## src/rtl/uart_frame_pkg.sv

```systemverilog
// uart_frame_pkg
//   Shared definitions for the UART frame receiver: parser state encoding
//   and the default start-of-frame byte value.
package uart_frame_pkg;

  typedef enum logic [2:0] {
    IDLE    = 3'd0,
    LEN     = 3'd1,
    PAYLOAD = 3'd2,
    CHECK   = 3'd3,
    DONE    = 3'd4
  } state_t;

  localparam logic [7:0] SOF_DEFAULT = 8'hA5;

endpackage

```

## src/rtl/uart_frame_buf.sv

```systemverilog
// uart_frame_buf
//   MAX_LEN x 8 payload store. One write port driven by the frame parser,
//   one registered read port for the core (1-cycle latency).
// Ports:
//   clk     in   clock
//   rst_n   in   async active-low reset (clears the read register only)
//   we      in   write enable
//   waddr   in   write address
//   wdata   in   write data
//   raddr   in   read address
//   rdata   out  registered read data
module uart_frame_buf #(
  parameter int DEPTH = 16,
  parameter int AW    = $clog2(DEPTH)
) (
  input  logic          clk,
  input  logic          rst_n,
  input  logic          we,
  input  logic [AW-1:0] waddr,
  input  logic [7:0]    wdata,
  input  logic [AW-1:0] raddr,
  output logic [7:0]    rdata
);

  logic [7:0] mem [DEPTH];

  // Storage is never cleared: stale payload stays readable after error/ack.
  always_ff @(posedge clk) begin
    if (we) mem[waddr] <= wdata;
  end

  always_ff @(posedge clk or negedge rst_n) begin
    if (!rst_n) rdata <= 8'h00;
    else        rdata <= mem[raddr];
  end

endmodule

```

## src/rtl/uart_frame_rx.sv

```systemverilog
// uart_frame_rx
//   Byte-stream frame parser behind the UART receiver. Hunts for SOF,
//   checks LEN and the XOR checksum, and holds the payload in a local
//   buffer until the core acknowledges it. An inter-byte timeout drops
//   truncated frames.
//   Frame: SOF, LEN, LEN payload bytes, CHK (= XOR of LEN and payload).
//
//   state   | meaning
//   --------+-------------------------------------------------
//   IDLE    | hunting for SOF, non-SOF bytes discarded
//   LEN     | waiting for length byte
//   PAYLOAD | storing payload bytes into the buffer
//   CHECK   | waiting for checksum byte
//   DONE    | frame held, input stalled until frame_ack
//
// Ports:
//   hb_clk       in   clock
//   rst_n        in   async active-low reset
//   rx_valid     in   upstream byte available
//   rx_data      in   upstream byte
//   rx_ready     out  byte accepted this cycle when rx_valid is high
//   frame_valid  out  checked frame held in buffer
//   frame_len    out  payload length of the held frame
//   rd_addr      in   payload read address
//   rd_data      out  payload read data, 1-cycle latency
//   frame_ack    in   core releases the held frame
//   frame_irq    out  pulse when frame_valid rises
//   err_len      out  pulse: LEN byte 0 or above MAX_LEN
//   err_chk      out  pulse: checksum mismatch
//   err_timeout  out  pulse: inter-byte timeout inside a frame
module uart_frame_rx
  import uart_frame_pkg::*;
#(
  parameter int         MAX_LEN        = 16,
  parameter int         TIMEOUT_CYCLES = 1000,
  parameter logic [7:0] SOF            = SOF_DEFAULT
) (
  input  logic                         hb_clk,
  input  logic                         rst_n,
  input  logic                         rx_valid,
  input  logic [7:0]                   rx_data,
  output logic                         rx_ready,
  output logic                         frame_valid,
  output logic [$clog2(MAX_LEN+1)-1:0] frame_len,
  input  logic [$clog2(MAX_LEN)-1:0]   rd_addr,
  output logic [7:0]                   rd_data,
  input  logic                         frame_ack,
  output logic                         frame_irq,
  output logic                         err_len,
  output logic                         err_chk,
  output logic                         err_timeout
);

  localparam int LW = $clog2(MAX_LEN + 1);
  localparam int AW = $clog2(MAX_LEN);
  localparam int TW = (TIMEOUT_CYCLES > 1) ? $clog2(TIMEOUT_CYCLES) : 1;

  state_t        state_q, state_d;
  logic [LW-1:0] len_q;
  logic [AW-1:0] idx_q;
  logic [7:0]    chk_q;
  logic [TW-1:0] tmo_q;

  logic accept;
  logic in_frame;
  logic tmo_expire;
  logic len_bad;
  logic last_byte;
  logic chk_ok;

  logic buf_we;
  logic set_len_err, set_chk_err, set_tmo_err, set_irq;

  assign accept     = rx_valid && rx_ready;
  assign in_frame   = (state_q == LEN) || (state_q == PAYLOAD) || (state_q == CHECK);
  // An accepted byte on the expiry cycle takes priority over the timeout.
  assign tmo_expire = in_frame && !accept && (tmo_q == TW'(TIMEOUT_CYCLES - 1));
  assign len_bad    = (rx_data == 8'h00) || (rx_data > 8'(MAX_LEN));
  assign last_byte  = ({1'b0, idx_q} == (len_q - LW'(1)));
  assign chk_ok     = (rx_data == chk_q);

  // State register
  always_ff @(posedge hb_clk or negedge rst_n) begin
    if (!rst_n) state_q <= IDLE;
    else        state_q <= state_d;
  end

  // Next-state logic
  always_comb begin
    state_d = state_q;
    unique case (state_q)
      IDLE: begin
        if (accept && rx_data == SOF) state_d = LEN;
      end
      LEN: begin
        if (accept)          state_d = len_bad ? IDLE : PAYLOAD;
        else if (tmo_expire) state_d = IDLE;
      end
      PAYLOAD: begin
        if (accept) begin
          if (last_byte) state_d = CHECK;
        end else if (tmo_expire) begin
          state_d = IDLE;
        end
      end
      CHECK: begin
        if (accept)          state_d = chk_ok ? DONE : IDLE;
        else if (tmo_expire) state_d = IDLE;
      end
      DONE: begin
        if (frame_ack) state_d = IDLE;
      end
      default: state_d = IDLE;
    endcase
  end

  // Output / control decode
  always_comb begin
    rx_ready    = (state_q != DONE);
    frame_valid = (state_q == DONE);
    buf_we      = (state_q == PAYLOAD) && accept;
    set_len_err = (state_q == LEN) && accept && len_bad;
    set_chk_err = (state_q == CHECK) && accept && !chk_ok;
    set_irq     = (state_q == CHECK) && accept && chk_ok;
    set_tmo_err = tmo_expire;
  end

  // Datapath: length, index, running checksum, timeout, pulse registers
  always_ff @(posedge hb_clk or negedge rst_n) begin
    if (!rst_n) begin
      len_q       <= '0;
      idx_q       <= '0;
      chk_q       <= 8'h00;
      tmo_q       <= '0;
      frame_irq   <= 1'b0;
      err_len     <= 1'b0;
      err_chk     <= 1'b0;
      err_timeout <= 1'b0;
    end else begin
      frame_irq   <= set_irq;
      err_len     <= set_len_err;
      err_chk     <= set_chk_err;
      err_timeout <= set_tmo_err;

      if (!in_frame || accept) tmo_q <= '0;
      else if (!tmo_expire)    tmo_q <= tmo_q + TW'(1);

      if (accept && state_q == LEN && !len_bad) begin
        len_q <= LW'(rx_data);
        chk_q <= rx_data;
        idx_q <= '0;
      end else if (accept && state_q == PAYLOAD) begin
        chk_q <= chk_q ^ rx_data;
        idx_q <= idx_q + AW'(1);
      end
    end
  end

  // len_q only changes in LEN, so it is stable while a frame is held.
  assign frame_len = len_q;

  uart_frame_buf #(
    .DEPTH (MAX_LEN),
    .AW    (AW)
  ) u_buf (
    .clk   (hb_clk),
    .rst_n (rst_n),
    .we    (buf_we),
    .waddr (idx_q),
    .wdata (rx_data),
    .raddr (rd_addr),
    .rdata (rd_data)
  );

endmodule

```

## config.mk

```make
export PLATFORM = sky130hd
export DESIGN_NAME = uart_frame_rx
export DESIGN_NICKNAME = d
export VERILOG_FILES = /design/src/rtl/uart_frame_pkg.sv /design/src/rtl/uart_frame_buf.sv /design/src/rtl/uart_frame_rx.sv
export SDC_FILE = /design/constraint.sdc
export NUM_CORES = 1
export LEC_CHECK = 0
export CAP_MARGIN = 20
export CORE_AREA = 2 2 118 120
export CTS_BUF_LIST = sky130_fd_sc_hd__clkbuf_16
export DETAILED_ROUTE_END_ITERATION = 10
export DIE_AREA = 0 0 120 122
export PLACE_DENSITY_LB_ADDON = 0.05
export SYNTH_ARGS = -nofsm -noshare
export SYNTH_HDL_FRONTEND = slang
export SYNTH_SLANG_ARGS = --single-unit
```

## constraint.sdc

```tcl
create_clock -name hb_clk -period 3.95 [get_ports hb_clk]
set_clock_uncertainty 0.15 [all_clocks]
set_input_delay 0.79 -clock hb_clk [delete_from_list [all_inputs] [get_ports hb_clk]]
set_output_delay 0.79 -clock hb_clk [all_outputs]
set_load 0.1 [all_outputs]
```

---- After elaboration in Yosys (flattened, before gate mapping) ----
Memories as Yosys holds them, arrays and structs flattened. A register that Yosys moved wholly into a read port is not among the register bits.
Index checks and enable logic that the tools add are counted.
word-level totals
  bits in registers ....................... 34
  RAM bits ................................ 128
  memories kept ........................... 1
  logic and storage cells ................. 70
cells by class
  add/subtract/negate cells ............... 3
  bitwise logic cells ..................... 1
  equality and inequality tests ........... 13
  reduce and logical (&&, ||, !) cells .... 24
  multiplexer cells ....................... 18
  $lt $le $gt $ge ......................... 1
memories
  memory     depth  width  read ports  clocked after memory_dff  wr ports  RTL line              source
  u_buf.mem  16     8      1           1                         1         uart_frame_buf.sv:25  logic [7:0] mem [DEPTH];
operators by type and width
  cell                   count
  $mux 3                 8
  $mux 10                2
  $mux 8                 2
  $pmux 3 s5             1
  $logic_and 1x1->1      11
  $add 10x1->10 const B  1
  $eq 10x10->1 const B   1
  $eq 8x8->1             1
  $eq 8x8->1 const B     1
  $gt 8x5->1 const B     1
  $logic_not 8->1        1
  $mux 4                 2
  $xor 8x8->8            1
  $eq 3x2->1 const B     2
  $ne 3x3->1 const B     2
  $eq 4x5->1             1
  $logic_not 1->1        5
  $sub 5x1->5 const B    1
  $add 4x1->4 const B    1
  $logic_or 1x1->1       4
  $ne 2x1->1 const B     2
  $eq 3x1->1 const B     1
  $eq 3x3->1 const B     1
  $logic_not 3->1        1
  5 further kinds        6

---- Depth between registers and ports, before layout ----
Gate-level depths: netlist of the first run.
  word-level depth ........................ 8
  depth in mapped cells ................... 7

---- Hierarchy ----
A second synthesis of the first run with hierarchy kept.
unflattened totals
  cells, all modules ...................... 417
  area total of the unflattened synthesis .. 7086.8 sq um
by module, submodules not included
  module          area an instance (sq um)  times used  cells each
  uart_frame_buf  5187.5                    1           229
  uart_frame_rx   1899.3                    1           188

---- Least setup slack after synthesis of the first run ----
OpenSTA, ideal clock, no wires.
  kind .................................... register -> output
  start point ............................. reg state_q[1]
  end point ............................... out frame_valid
  data arrival time ....................... 2084 ps
  stages on the path, launching flop included .. 5
  slack ................................... 926 ps
  path buffers ............................ 1
  required time ........................... 3010 ps
  path through ............................ dfrtp_1 -> clkbuf_2 -> nor2_1 -> nand2_1 -> inv_1
between the ends
  word-level cells in the longest chain between the ends .. 1
ends and longest elaborated chain
  what                    RTL line              source
  start, declared         uart_frame_rx.sv:58   state_t state_q, state_d;
  start signal, assigned  uart_frame_rx.sv:85   else state_q <= state_d;
  $eq 3x3->1              uart_frame_rx.sv:120  frame_valid = (state_q == DONE);
  end, declared           uart_frame_rx.sv:43   output logic frame_valid,
Every way passes these cells.

---- Worst setup path in the final report of the first run ----
  start point ............................. reg len_q[2] (netlist: frame_len[2])
  end point ............................... out frame_len[2]
RTL lines
  what                    RTL line              source
  start, declared         uart_frame_rx.sv:59   logic [LW-1:0] len_q;
  start signal, assigned  uart_frame_rx.sv:149  len_q <= LW'(rx_data);
  end, declared           uart_frame_rx.sv:44   output logic [$clog2(MAX_LEN+1)-1:0] frame_len,
No word-level cell between the ends.

==> results.sh, run 1 <==
export IMPL_fin_crit_ns=3.00
export IMPL_switching_power_uw=1230
export IMPL_die_h_microns=122
export IMPL_core_sq_mm=0.0135
export IMPL_cp_top_family="buffers and inverters"
export IMPL_drt_iter0_markers=353
export IMPL_grt_pass1_wl_microns=23900
export IMPL_dieArea_sq_mm=0.0146
export IMPL_cts_max_level=4
export IMPL_rsz0062_at_grt="no"
export IMPL_startpoint_type="flip-flop"
export IMPL_io_pins=35
export IMPL_ys_flop_type="edfxtp_1"
export IMPL_rows=43
export IMPL_syn_nets=465
export IMPL_cts_buffers=17
export IMPL_power_density_mw_per_mm2=546
export IMPL_drt_first_pass_iters=5
export IMPL_swShare_pct=26.9
export IMPL_crit_type="reg2out"
export IMPL_start_util_pct=52.9
export IMPL_final_cells=689
export IMPL_vias=3970
export IMPL_wl_per_cell_microns=21.9
export IMPL_netlist_top_cells_area="edfxtp_1 54%, dfrtp_1 15%, mux4_2 10%, nand2_1 1.8%, xor2_1 1.8%"
export IMPL_pwr_share_seq_pct=46.3
export IMPL_p_leak_uw=0.00299
export IMPL_required_ns=3.01
export IMPL_fin_nets=518
export IMPL_hold_viol_final=0
export IMPL_tns_ns=0
export IMPL_postCtsResizedCells=0
export IMPL_drv_slew=0
export IMPL_fill_cells=1010
export IMPL_fp_dieW_microns=120
export IMPL_synth_cells=443
export IMPL_grt_ovfl_total=0
export IMPL_post_cts_setup_buffers=0
export IMPL_clock_latency_ns=0.42
export IMPL_ant_nets=0
export IMPL_finalWeightedCongestion=0.771
export IMPL_clk_pin_slew_worst_paths_ns=0.06
export IMPL_dp_cells=656
export IMPL_async_reset_ff_share_pct=24.7
export IMPL_layout_drive_gt1_share_pct=19.8
export IMPL_via_per_inst=5.76
export IMPL_ys_warn_count=0
export IMPL_wl_microns=15100
export IMPL_cp_num_buf_inv=1
export IMPL_n_antenna_cell=0
export IMPL_hpwl_microns=9710
export IMPL_path_cells="clkdlybuf4s50_1"
export IMPL_min_period_over_period_pct=76.0
export IMPL_max_freq_mhz=333
export IMPL_yosys_area_top_type="edfxtp_1"
export IMPL_end_kind="primary output"
export IMPL_mostFrequentLayoutCells="128 x edfxtp_1, 42 x dfrtp_1, 35 x nand2_1"
export IMPL_cap_violations=0
export IMPL_final_common_cell="edfxtp_1"
export IMPL_grt_usage_pct=22.6
export IMPL_antenna_found_initial=0
export IMPL_cts_tree="yes"
export IMPL_grt_pass1_vias=4059
export IMPL_synth_edf_count=128
export IMPL_synth_area_per_cell_sq_um=16.1
export IMPL_synth_cell_types=49
export IMPL_intPower_uw=3350
export IMPL_area_growth_pct=17.5
export IMPL_hp_class="in2async"
export IMPL_clkPwrFrac_pct=37.0
export IMPL_post_route_drc_count=0
export IMPL_critPathMaxFanout=6
export IMPL_peakVddDrop_mv=0.492
export IMPL_critPathSlowestCell="clkdlybuf4s50_1"
export IMPL_synth_seq_area_share_pct=68.5
export IMPL_synth_top_area_share_pct=53.8
export IMPL_cts_max_path_buffers=2
export IMPL_p_comb_share_pct=16.7
export IMPL_portBuffers=34
export IMPL_grt_max_degree=43
export IMPL_crit_arrival_ns=2.06
export IMPL_netlist_area_sq_mm=0.00715
export IMPL_clock_root_buffer="clkbuf_16"
export IMPL_ys_ff_latch=170
export IMPL_setup_viol=0
export IMPL_worstMarginPinSlew_ns=0.980
export IMPL_max_stage_delay_ns=1.19
export IMPL_ctsHoldBuffers=0
export IMPL_status="completed"
export IMPL_relSlewSlack_pct=34.4
export IMPL_clock_sinks=170
## worst paths after layout
kind / from / end / slack, ns / depth (start not counted)
min in group hb_clk: tmo_q[8]$_DFFE_PN0P_ / tmo_q[8]$_DFFE_PN0P_ / 0.41 / 2
min: rst_n / u_buf.rdata[6]$_DFF_PN0_ / 0.07 / 1
max: frame_len[2]$_DFFE_PN0P_ / frame_len[2] / 0.95 / 1
min reg2reg: tmo_q[8]$_DFFE_PN0P_ / tmo_q[8]$_DFFE_PN0P_ / 0.41 / 2
max reg2reg: state_q[2]$_DFFE_PN0P_ / u_buf.mem[8][0]$_DFFE_PP_ / 1.74 / 4
max in group asynchronous: rst_n / idx_q[2]$_DFFE_PN0P_ / 3.10 / 2
## Yosys cell counts (2+ instances only)
library cell / instances
buf_6: 3
clkbuf_1: 8
a21oi_2: 2
xor2_1: 15
mux2_4: 5
or3_1: 3
nand3_1: 8
o21ai_0: 3
ha_1: 6
xnor2_1: 8
buf_2: 10
mux2i_1: 2
nand2b_1: 7
nor3_1: 12
buf_1: 2
nand2_1: 35
nand4_1: 3
o21ai_1: 3
nor4_1: 7
and2_1: 2
nor2_1: 25
mux4_2: 32
and3_1: 5
a22oi_1: 16
a21oi_1: 9
o221ai_1: 3
inv_1: 12
dfrtp_1: 42
nor2b_1: 7
o221ai_2: 2
edfxtp_1: 128
## routing by layer
metal	up-vias	GRT usage, %	wire (microns)
met5	-	0	0
met4	0	8.60	388
met3	27	5.06	674
met2	110	35.4	7240
met1	2041	31.3	6790
li1	1792	-	-
## logic make-up (layout without fill, tap and decap cells)
family / after synthesis / after routing / synth area share [%]
buffers and inverters: 37 / 103 / 2.50
AO/OA/AOI/OAI: 43 / 43 / 4.38
multiplexers: 39 / 39 / 11.4
AND/OR/NAND/NOR: 124 / 124 / 9.05
XOR/XNOR: 24 / 24 / 3.15
adder cells (fa/ha/maj): 6 / 6 / 1.05
flip-flops: 170 / 170 / 68.5
## power by group through the flow
stage	Combinational (uW)	Clock, uW	Sequential [uW]
floorplan	386	0	2320
global placement	755	0	2150
detailed placement	765	0	2160
CTS	769	1720	2120
global route	825	1800	2140
finish	764	1700	2120
## sequential cells by signal (all words and copies together), names as in the netlist
signal / flops
frame_irq: 1
err_len: 1
frame_len: 5
u_buf.rdata: 8
u_buf.mem: 128
err_chk: 1
state_q: 3
err_timeout: 1
tmo_q: 10
chk_q: 8
idx_q: 4
## cell type report
class / instances / area [sq um] / area share, %
flip-flops and latches: 170 / 4890 / 58.2
multi-input cells: 236 / 2090 / 24.9
repair buffers: 59 / 538 / 6.40
clock buffers: 17 / 425 / 5.06
well taps: 180 / 225 / 2.68
clock inverters: 15 / 184 / 2.19
inverters: 12 / 45.0 / 0.536
## through the flow
| step | hold slack (ns) | setup slack (ns) | cell area, sq um | util (%) | total power (uW) |
|---|---|---|---|---|---|
| after floorplan | 0.344 | 0.926 | 7150 | - | 2700 |
| after global placement | 0.394 | 0.908 | 7770 | 57.6 | 2910 |
| after detailed placement | 0.412 | 0.836 | 7770 | 57.6 | 2920 |
| after CTS | 0.423 | 0.928 | 8380 | 62.1 | 4610 |
| after global routing | 0.0666 | 0.885 | 8400 | 62.2 | 4770 |
| final | 0.0734 | 0.947 | 8400 | 62.2 | 4590 |
(Power assumes the default switching activity.)
==> run 2, diff against run 1 <==
==> constraint.sdc (replaced) <==
create_clock -name hb_clk -period 3 [get_ports hb_clk]
set_clock_uncertainty 0.15 [all_clocks]
set_input_delay 0.6 -clock hb_clk [delete_from_list [all_inputs] [get_ports hb_clk]]
set_output_delay 0.6 -clock hb_clk [all_outputs]
set_load 0.1 [all_outputs]
==> run 2 against run 1 <==
  * Register-to-register slack worse by 0.80 ns
  * Critical endpoint is now frame_len[4]$_DFFE_PN0P_
  * Combinational power grew 31%
  * Utilization is 0.83 points lower
==> results.sh, run 2 (synthesis gave the netlist of run 1 again) <==
export IMPL_wl_microns=14700
export IMPL_max_freq_mhz=438
export IMPL_finalWeightedCongestion=0.774
export IMPL_portBuffers=34
export IMPL_antenna_found_initial=0
export IMPL_wl_per_cell_microns=21.3
export IMPL_grt_max_degree=33
export IMPL_power_density_mw_per_mm2=681
export IMPL_start_util_pct=52.9
export IMPL_final_common_cell="edfxtp_1"
export IMPL_worstMarginPinSlew_ns=0.697
export IMPL_fin_nets=522
export IMPL_grt_usage_pct=21.8
export IMPL_end_kind="flip-flop"
export IMPL_fill_cells=1056
export IMPL_postCtsResizedCells=0
export IMPL_fin_crit_ns=2.28
export IMPL_grt_pass1_wl_microns=22800
export IMPL_crit_type="in2reg"
export IMPL_ctsHoldBuffers=0
export IMPL_hp_class="in2async"
export IMPL_drt_iter0_markers=302
export IMPL_top_register="u_buf.mem"
export IMPL_clock_sinks=170
export IMPL_layout_drive_gt1_share_pct=23.4
export IMPL_critPathSlowestCell="clkdlybuf4s50_1"
export IMPL_setup_viol=0
export IMPL_status="completed"
export IMPL_fp_dieW_microns=120
export IMPL_startpoint_type="input pin"
export IMPL_crit_arrival_ns=2.43
export IMPL_path_cells="clkdlybuf4s50_1 > nor4_4 > xnor2_1 > and3_1 > buf_12 > mux2_4"
export IMPL_cts_max_level=4
export IMPL_final_core_util_pct=61.4
export IMPL_die_h_microns=122
export IMPL_post_route_drc_count=0
export IMPL_area_growth_pct=16.0
export IMPL_min_period_over_period_pct=76.2
export IMPL_largest_reg_flops=128
export IMPL_clock_root_buffer="clkbuf_16"
export IMPL_tns_ns=0
export IMPL_vias=3901
export IMPL_holdWs_ns=0.00838
export IMPL_relSlewSlack_pct=53.4
export IMPL_n_antenna_cell=0
export IMPL_drt_first_pass_iters=4
export IMPL_rows=43
export IMPL_cts_max_path_buffers=2
export IMPL_cap_violations=0
export IMPL_via_per_inst=5.63
export IMPL_grt_pass1_vias=4032
export IMPL_hpwl_microns=9670
export IMPL_max_stage_delay_ns=0.55
export IMPL_clk_pin_slew_worst_paths_ns=0.06
export IMPL_mostFrequentLayoutCells="128 x edfxtp_1, 45 x buf_4, 42 x dfrtp_1"
export IMPL_grt_ovfl_total=0
export IMPL_clock_latency_ns=0.41
export IMPL_post_cts_setup_buffers=0
export IMPL_cts_buffers=17
export IMPL_peakVddDrop_mv=0.429
export IMPL_top_regs="u_buf.mem x128, tmo_q x10"
export IMPL_drv_slew=0
export IMPL_cts_tree="yes"
export IMPL_ant_nets=0
export IMPL_dieArea_sq_mm=0.0146
export IMPL_core_sq_mm=0.0135
export IMPL_hold_viol_final=0
export IMPL_rsz0062_at_grt="no"
export IMPL_p_leak_uw=0.00300
export IMPL_critPathMaxFanout=18
export IMPL_required_ns=3.14
export IMPL_io_pins=35
-- run 2: cell count changes in the layout (fill, tap and decap cells not counted), moves of 2 or more --
cell             previous run  this run
buf_4                      25        45
bufinv_16                   4         0
clkdlybuf4s50_1            30        13
clkinv_2                    2         6
clkinv_4                    4         0
clkinvlp_4                  0         2
inv_1                      13        16
-- run 2: worst max-delay path: cells and delay by family --
family | cells | cell delay [ns]
buffers and inverters | 2 | 0.73
AND/OR/NAND/NOR | 2 | 0.58
multiplexers | 1 | 0.31
XOR/XNOR | 1 | 0.19
-- run 2: metrics by stage --
step	instance area, sq um	total power, uW	std cells	worst slack (ns)
after floorplan	7150	3560	443	0.166
after global placement	7790	3820	661	0.305
after detailed placement	7790	3860	661	0.295
after CTS	8290	5690	693	0.710
after global routing	8290	5880	693	0.628
final	8290	5640	693	0.715
-- run 2: per-layer routing --
metal | GRT usage, % | routed length (microns) | up-vias
met5 | 0 | 0 | -
met4 | 9.71 | 444 | 0
met3 | 5.34 | 703 | 26
met2 | 34.9 | 7310 | 98
met1 | 28.5 | 6270 | 1975
li1 | - | - | 1802
-- run 2: path summary, 6_finish.rpt --
path / start / endpoint / slack, ns / cells after the start
max in group asynchronous: rst_n / tmo_q[6]$_DFFE_PN0P_ / 1.96 / 2
worst max register to register: tmo_q[0]$_DFFE_PN0P_ / state_q[0]$_DFFE_PN0P_ / 0.94 / 5
min in group hb_clk: tmo_q[8]$_DFFE_PN0P_ / tmo_q[8]$_DFFE_PN0P_ / 0.41 / 2
worst min register to register: tmo_q[8]$_DFFE_PN0P_ / tmo_q[8]$_DFFE_PN0P_ / 0.41 / 2
worst max-delay path: rx_data[0] / frame_len[4]$_DFFE_PN0P_ / 0.72 / 6
worst min-delay path: rst_n / u_buf.rdata[7]$_DFF_PN0_ / 0.008 / 1
-- run 2: cell type report --
cell class                 count  area [sq um]  area share (%)
tap                          180           225            2.72
multi-input combinational    236          2090            25.2
clock inverter                15          71.3           0.860
timing repair buffer          63           538            6.49
sequential                   170          4890            59.0
clock buffer                  17           425            5.13
inverter                      12          45.0           0.543
-- run 2: report_power, final --
| group | leakage (uW) | switching, uW | total [uW] | internal [uW] |
|---|---|---|---|---|
| Combinational | 0.00103 | 626 | 999 | 374 |
| Clock | 0.000259 | 818 | 1840 | 1020 |
| Sequential | 0.00171 | 147 | 2800 | 2650 |
| Total | 0.00300 | 1590 | 5640 | 4050 |
==> run 3, diff against run 2 <==
--- a/config.mk
+++ b/config.mk
@@ -6,10 +6,10 @@
 export NUM_CORES = 1
 export LEC_CHECK = 0
 export CAP_MARGIN = 20
-export CORE_AREA = 2 2 118 120
+export CORE_AREA = 2 2 119 121
 export CTS_BUF_LIST = sky130_fd_sc_hd__clkbuf_16
 export DETAILED_ROUTE_END_ITERATION = 10
-export DIE_AREA = 0 0 120 122
+export DIE_AREA = 0 0 121 123
 export PLACE_DENSITY_LB_ADDON = 0.05
 export SYNTH_ARGS = -nofsm -noshare
 export SYNTH_HDL_FRONTEND = slang
==> constraint.sdc (replaced) <==
create_clock -name hb_clk -period 2 [get_ports hb_clk]
set_clock_uncertainty 0.15 [all_clocks]
set_input_delay 0.4 -clock hb_clk [delete_from_list [all_inputs] [get_ports hb_clk]]
set_output_delay 0.4 -clock hb_clk [all_outputs]
set_load 0.1 [all_outputs]
==> run 3 against run 2 <==
  * Non-clock buffer count up 23
  * Register-to-register slack lost 0.85 ns
  * Via count is 2.0% higher
  * Largest cell class unchanged
  * Largest power group unchanged
==> results.sh, run 3 (synthesis gave the netlist of run 1 again) <==
export IMPL_finalWeightedCongestion=0.780
export IMPL_cts_buffers=17
export IMPL_area_growth_pct=26.0
export IMPL_critPathMaxFanout=8
export IMPL_top_register="u_buf.mem"
export IMPL_final_cells=716
export IMPL_via_per_inst=5.56
export IMPL_portBuffers=34
export IMPL_wl_microns=14900
export IMPL_rsz0062_at_grt="yes"
export IMPL_cts_max_path_buffers=2
export IMPL_cts_tree="yes"
export IMPL_cap_violations=0
export IMPL_die_h_microns=123
export IMPL_final_core_util_pct=66.2
export IMPL_drt_first_pass_iters=4
export IMPL_layout_drive_gt1_share_pct=30.8
export IMPL_top_regs="u_buf.mem x128, tmo_q x10"
export IMPL_reg2reg_from="state_q[2]$_DFFE_PN0P_"
export IMPL_fin_nets=545
export IMPL_grt_usage_pct=22.1
export IMPL_n_antenna_cell=0
export IMPL_relSlewSlack_pct=50.7
export IMPL_start_util_pct=52.5
export IMPL_grt_pass1_vias=4244
export IMPL_grt_max_degree=28
export IMPL_drv_slew=0
export IMPL_clock_latency_ns=0.42
export IMPL_dp_cells=680
export IMPL_fp_dieW_microns=121
export IMPL_min_period_over_period_pct=96.1
export IMPL_startpoint_type="input pin"
export IMPL_peakVddDrop_mv=0.608
export IMPL_grt_use_met1_pct=27.9
export IMPL_holdWs_ns=0.265
export IMPL_reg2reg_slack_ns=0.09
export IMPL_hpwl_microns=9930
export IMPL_worstMarginPinSlew_ns=0.738
export IMPL_required_ns=1.98
export IMPL_hold_viol_final=0
export IMPL_grt_busiest_layer="met2"
export IMPL_tns_ns=0
export IMPL_hp_class="in2async"
export IMPL_ant_nets=0
export IMPL_clk_pin_slew_worst_paths_ns=0.06
export IMPL_end_kind="flip-flop"
export IMPL_crit_arrival_ns=1.91
export IMPL_power_density_mw_per_mm2=1010
export IMPL_mostFrequentLayoutCells="128 x edfxtp_1, 37 x dfrtp_1, 35 x buf_4"
export IMPL_drt_iter0_markers=329
export IMPL_rows=43
export IMPL_p_leak_uw=0.00325
export IMPL_r2r_end="u_buf.mem[5][4]$_DFFE_PP_"
export IMPL_clock_sinks=170
export IMPL_vias=3980
export IMPL_final_common_cell="edfxtp_1"
export IMPL_met2_usage_pct=38.4
export IMPL_use_met3_pct=4.98
export IMPL_wl_per_cell_microns=20.8
export IMPL_max_freq_mhz=520
export IMPL_status="completed"
export IMPL_antenna_found_initial=0
export IMPL_dieArea_sq_mm=0.0149
export IMPL_io_pins=35
export IMPL_crit_type="in2reg"
export IMPL_largest_reg_flops=128
export IMPL_fill_cells=948
export IMPL_fin_crit_ns=1.92
export IMPL_clock_root_buffer="clkbuf_16"
export IMPL_core_sq_mm=0.0136
export IMPL_grt_pass1_wl_microns=23500
export IMPL_rr_worst_depth=5
export IMPL_grt_ovfl_total=0
export IMPL_setup_viol=0
export IMPL_cts_max_level=4
export IMPL_post_route_drc_count=0
## run 3: where the power goes
group	total (uW)	leakage, uW	switching, uW	internal (uW)
Sequential	4240	0.00170	256	3980
Clock	3110	0.000284	1290	1810
Combinational	1710	0.00126	975	739
Total	9060	0.00325	2520	6540
## run 3: area by class of cell
| cell class | instances | area (sq um) | area share [%] |
|---|---|---|---|
| Sequential cell | 170 | 4900 | 54.4 |
| Multi-Input combinational cell | 236 | 2170 | 24.1 |
| Timing Repair Buffer | 86 | 1100 | 12.2 |
| Clock buffer | 17 | 425 | 4.72 |
| Tap cell | 180 | 225 | 2.50 |
| Clock inverter | 15 | 134 | 1.49 |
| Inverter | 12 | 48.8 | 0.542 |
## run 3: worst max path at each step
stage,startpoint,endpoint,slack (ns),cells after the start
4_1_cts,state_q[0]$_DFFE_PN0P_,u_buf.mem[14][0]$_DFFE_PP_,0.02,4
3_3_place_gp,rx_data[0],frame_len[1]$_DFFE_PN0P_,-0.49,6
6_report,rx_valid,u_buf.mem[5][4]$_DFFE_PP_,0.08,6
5_1_grt,state_q[2]$_DFFE_PN0P_,u_buf.mem[2][1]$_DFFE_PP_,-0.03,5
2_1_floorplan,state_q[2]$_DFFE_PN0P_,u_buf.mem[2][0]$_DFFE_PP_,-0.22,3
3_5_place_dp,rx_data[0],frame_len[1]$_DFFE_PN0P_,-0.49,6
## run 3: per-layer routing
layer / vias up / share of wire [%]
met5: - / 0
met4: 0 / 0.80
met3: 8 / 4.4
met2: 68 / 54
met1: 2056 / 41
li1: 1848 / -
## run 3: critical path, cell delays in order
cell and delay, ns:
clkdlybuf4s50_1 0.50, nor4bb_4 0.29, buf_4 0.18, nand2_2 0.12
nor3_4 0.26, buf_12 0.15
## run 3: through the flow
step           setup slack [ns]  area (sq um)  total power, uW
6_report                 0.0771          9010             9060
2_1_floorplan            -0.220          7210             5360
3_5_place_dp             -0.492          8380             5990
5_1_grt                 -0.0269          9010             9440
4_1_cts                  0.0157          8960             9110
3_3_place_gp             -0.486          8380             5940
## run 3: repair_timing
action,4_1_cts,5_1_grt
buffers inserted,0,3
resized for setup,5,7
pin swaps,0,1
setup endpoints to repair,9,99
endpoints found under the hold margin,7,0
hold buffers,1,0
